`src/rtl/if_stage_prefetch.sv`:
```
// Instruction-fetch stage with prefetch FIFO for the mips_16 pipeline.
// Owns the fetch PC and issues requests to a 1-cycle synchronous
// instruction memory. Returned words are buffered with their PCs, and
// decode drains them through a valid/ready handshake.
// Optional feature: define IF_STAGE_ABS_JUMP_EN to add absolute redirect
// targets (ports redirect_abs / redirect_target).
module if_stage_prefetch #(
  parameter int unsigned          PC_WIDTH     = 8,
  parameter int unsigned          INSTR_WIDTH  = 16,
  parameter int unsigned          OFFSET_WIDTH = 6,
  parameter int unsigned          FIFO_DEPTH   = 4,
  parameter logic [PC_WIDTH-1:0]  RESET_PC     = '0
) (
  input  logic                    clk,
  input  logic                    rst,
  input  logic                    fetch_en,
  input  logic                    redirect_valid,
  input  logic [PC_WIDTH-1:0]     redirect_pc,
  input  logic [OFFSET_WIDTH-1:0] redirect_offset,
`ifdef IF_STAGE_ABS_JUMP_EN
  input  logic                    redirect_abs,
  input  logic [PC_WIDTH-1:0]     redirect_target,
`endif
  output logic                    imem_req,
  output logic [PC_WIDTH-1:0]     imem_addr,
  input  logic [INSTR_WIDTH-1:0]  imem_rdata,
  output logic                    out_valid,
  input  logic                    out_ready,
  output logic [INSTR_WIDTH-1:0]  out_instr,
  output logic [PC_WIDTH-1:0]     out_pc
);

  localparam int unsigned PTR_W = $clog2(FIFO_DEPTH);
  localparam int unsigned CNT_W = PTR_W + 1;

  logic [PC_WIDTH-1:0]    fetch_pc;
  logic [PC_WIDTH-1:0]    inflight_pc;
  logic                   inflight;
  logic [PC_WIDTH-1:0]    fifo_pc    [FIFO_DEPTH];
  logic [INSTR_WIDTH-1:0] fifo_instr [FIFO_DEPTH];
  logic [PTR_W-1:0]       rd_ptr;
  logic [PTR_W-1:0]       wr_ptr;
  logic [CNT_W-1:0]       count;
  logic [PC_WIDTH-1:0]    offset_ext;
  logic [PC_WIDTH-1:0]    target;
  logic                   push;
  logic                   pop;

  // Signed size cast sign-extends the offset from its top bit.
  assign offset_ext = PC_WIDTH'($signed(redirect_offset));

  // Redirect target: relative by default, absolute when selected.
  always_comb begin
    target = redirect_pc + offset_ext;
`ifdef IF_STAGE_ABS_JUMP_EN
    if (redirect_abs) begin
      target = redirect_target;
    end
`endif
  end

  // A request is allowed only when the FIFO has room for every word that
  // could land in it. A same-cycle pop does not count as free space.
  assign imem_req  = ~rst & fetch_en & ~redirect_valid &
                     ((count + CNT_W'(inflight)) < CNT_W'(FIFO_DEPTH));
  assign imem_addr = fetch_pc;

  assign push      = inflight & ~redirect_valid;
  assign out_valid = (count != '0);
  assign pop       = out_valid & out_ready;
  assign out_instr = fifo_instr[rd_ptr];
  assign out_pc    = fifo_pc[rd_ptr];

  // Fetch PC, in-flight tracking, and FIFO pointers/count. Redirect wins over everything.
  always_ff @(posedge clk or posedge rst) begin
    if (rst) begin
      fetch_pc    <= RESET_PC;
      inflight    <= 1'b0;
      inflight_pc <= RESET_PC;
      rd_ptr      <= '0;
      wr_ptr      <= '0;
      count       <= '0;
    end else if (redirect_valid) begin
      fetch_pc <= target;
      inflight <= 1'b0;
      rd_ptr   <= '0;
      wr_ptr   <= '0;
      count    <= '0;
    end else begin
      inflight <= imem_req;
      if (imem_req) begin
        inflight_pc <= fetch_pc;
        fetch_pc    <= fetch_pc + PC_WIDTH'(1);
      end
      if (push) begin
        wr_ptr <= wr_ptr + PTR_W'(1);
      end
      if (pop) begin
        rd_ptr <= rd_ptr + PTR_W'(1);
      end
      case ({push, pop})
        2'b10:   count <= count + CNT_W'(1);
        2'b01:   count <= count - CNT_W'(1);
        default: count <= count;
      endcase
    end
  end

  // FIFO storage: captures the returning word together with its PC.
  always_ff @(posedge clk) begin
    if (push) begin
      fifo_pc[wr_ptr]    <= inflight_pc;
      fifo_instr[wr_ptr] <= imem_rdata;
    end
  end

endmodule

```
`config.mk`:
```
export PLATFORM = sky130hd
export DESIGN_NAME = if_stage_prefetch
export DESIGN_NICKNAME = d
export VERILOG_FILES = /design/src/rtl/if_stage_prefetch.sv
export SDC_FILE = /design/constraint.sdc
export NUM_CORES = 1
export LEC_CHECK = 0
export BUFFER_PORTS_ARGS = -buffer_cell sky130_fd_sc_hd__buf_2
export CAP_MARGIN = 5
export CORE_UTILIZATION = 45
export CTS_BUF_LIST = sky130_fd_sc_hd__clkbuf_4
export DETAILED_ROUTE_END_ITERATION = 10
export SETUP_SLACK_MARGIN = 0.5
export SLEW_MARGIN = 15
export SYNTH_ARGS = -nofsm -noshare
export SYNTH_HDL_FRONTEND = slang
export SYNTH_SLANG_ARGS = --single-unit
```
`constraint.sdc`:
```
create_clock -name clk -period 5.3 [get_ports clk]
set_input_delay 0.265 -clock clk [delete_from_list [all_inputs] [get_ports clk]]
set_output_delay 0.265 -clock clk [all_outputs]
set_load 0.03 [all_outputs]
```
==> reports/qor.csv <==
metric;value;unit
slew_headroom;37.3;%
cts_tree;done;
die_x;108;um
grt_max_degree;27;
coreArea;0.0109;mm^2
cp_max_fo;26;
num_rows;38;
io_buffers;68;
syn_nets;345;
stdcell_count;546;
yosys.area.top_type_share;56.8;%
synthTopCellsByArea;edfxtp_1 (57%), dfrtp_1 (12%), mux4_2 (11%), ha_1 (3.0%), nand2_1 (2.3%);
synth-main-ff-cell;edfxtp_1;
die_h;108;um
post-cts-setup-buffers;0;
grt_pass1_vias;2766;
final_nets;442;
rsz0062_at_grt;no;
timing.rr.start;count[0]$_DFFE_PP0P_;
h-tree-depth;4;
powerDensity;395;mW/mm^2
crit_arrival;2.27;ns
numCtsBuffers;17;
synthCells;296;
antenna_left;0;
layout_common_cells;edfxtp_1 (96), buf_2 (68), nand2_1 (31), mux4_2 (24), dfrtp_1 (23);
layout_min_cycle_time;2.54;ns
num_antenna_cells;0;
drcViolationCount;0;
fmax;394;MHz
start_util;46.4;%
reg2reg_depth;7;
ys_seq_area_share;68.6;%
p_leak;0.00228;uW
drv_cap;0;
clkLatencyLatePin;0.49;ns
synth_area;0.00508;mm^2
wl;8480;um
timing.rr.end;count[2]$_DFFE_PP0P_;
fin_area;0.00601;mm^2
cts-root-buf;clkbuf_4;
dpl-instance-area;0.00556;mm^2
run_status;completed;
cts_resized;0;
avgViaCountPerCell;5.02;
yosys_warnings;0;
synth_edf_count;96;
synth_cell_types;46;
vias;2739;
power;2370;uW
clock_path_buffers;2;
drt_pass1_iterations;6;
overflow;0;
ioPinCount;69;
postCtsHoldBufs;16;
regToRegSetupSlack;3.24;ns
dieArea;0.0117;mm^2
setup_viol;0;
clk_pin_slew_worst_paths;0.11;ns
ys_ff_latch;120;
drive_above_1_share;34.5;%
cp.required;5.04;ns
synth_top_cell_by_area;edfxtp_1;
dp.cells;498;
max_slew.worst_pin.slew;0.939;ns
area_delta_synth_final;18.3;%
async_reset_ff_share;20.0;%
drv_slew;0;
antenna_found_initial;0;
syn_area_per_cell;17.1;um^2
grt_pass1_wl;13700;um
finClkSkew;0.0156;ns
setup.worst_path.class;reg -> out;
peakVddDrop;0.000168;V
drtIter0Drc;119;
tns;0;ns
hp-class;in -> async;
cts.sinks;120;
avgRoutedWirePerCell;15.5;um
endpoint_kind;output pin;
gpl.final_weighted_congestion;0.727;
hold_viol;0;
layout_commonest_cell;edfxtp_1;
period_share;47.8;%
dp_hpwl;5510;um
start_kind;flop;
grt_usage;15.9;%
flip-flops by register name (all words and copies together), names as in the netlist:
register,count
rd_ptr,2
inflight_pc,8
imem_addr,8
inflight,1
wr_ptr,2
fifo_instr,64
fifo_pc,32
count,3
synth_stat cells (2+ instances only):
master	n
and2_1	4
edfxtp_1	96
nand2b_1	2
dfrtp_1	24
clkbuf_1	4
nand4_1	3
inv_1	9
nor2_1	13
mux2i_1	4
nand2_1	31
ha_1	12
fa_1	2
mux4_2	24
xor2_1	8
nand3_1	5
xnor2_1	8
buf_2	4
o21ai_1	4
or3_1	3
a21oi_1	4
a211oi_1	2
nor2b_1	2
and3_1	2
o21ai_0	4
worst max-delay path: stages, from the launching register on:
cell	delay (ns)
dfrtp_2	0.96
mux4_2	0.62
buf_2	0.20
layout make-up:
cell class | count | area [um^2]
multi-input combinational | 155 | 1490
timing repair buffer | 89 | 538
sequential | 120 | 3480
clock inverter | 15 | 156
tap | 140 | 175
inverter | 10 | 40.0
fill | 905 | 4930
clock buffer | 17 | 128
per-stage QoR:
step | util (%) | worst slack [ns] | hold WS (ns)
finish | 54.9 | 2.76 | 0.0256
global route | 54.9 | 2.55 | 0.0664
CTS | 54.9 | 2.63 | 0.0121
detailed placement | 50.9 | 3.20 | 0.484
global placement | 50.9 | 3.22 | 0.479
floorplan | - | 3.34 | 0.280
where the power goes:
| group | total (uW) | internal (uW) | switching (uW) |
|---|---|---|---|
| registers | 1220 | 1100 | 117 |
| logic | 526 | 234 | 292 |
| clock network | 628 | 251 | 377 |
| total | 2370 | 1590 | 786 |
cell families (layout without fill, tap and decap cells):
family	Yosys count	in the layout	share of synthesized area [%]
xor+xnor	16	16	2.76
buf+inv	21	131	2.12
mux	31	31	12.3
compound gates	21	21	2.81
flops	120	120	68.6
fa+ha+maj	14	14	3.75
simple gates	73	73	7.62
worst max path at each step:
stage                          startpoint                   end  slack, ns  cells after the start
global route        rd_ptr[0]$_DFFE_PP0P_             out_pc[6]       2.55                      2
detailed placement  rd_ptr[0]$_DFFE_PP0P_             out_pc[6]       3.20                      2
global placement    rd_ptr[0]$_DFFE_PP0P_             out_pc[6]       3.22                      2
CTS                 rd_ptr[0]$_DFFE_PP0P_             out_pc[6]       2.63                      2
finish              rd_ptr[0]$_DFFE_PP0P_             out_pc[6]       2.76                      2
floorplan            count[0]$_DFFE_PP0P_  count[2]$_DFFE_PP0P_       3.34                      7
routing by layer:
metal / part of all wire, % / GRT usage (%)
met2: 48 / 25.3
met5: 0 / 0
met4: 0.99 / 5.87
met3: 3.8 / 4.40
met1: 47 / 20.9
(Power assumes the default switching activity.)
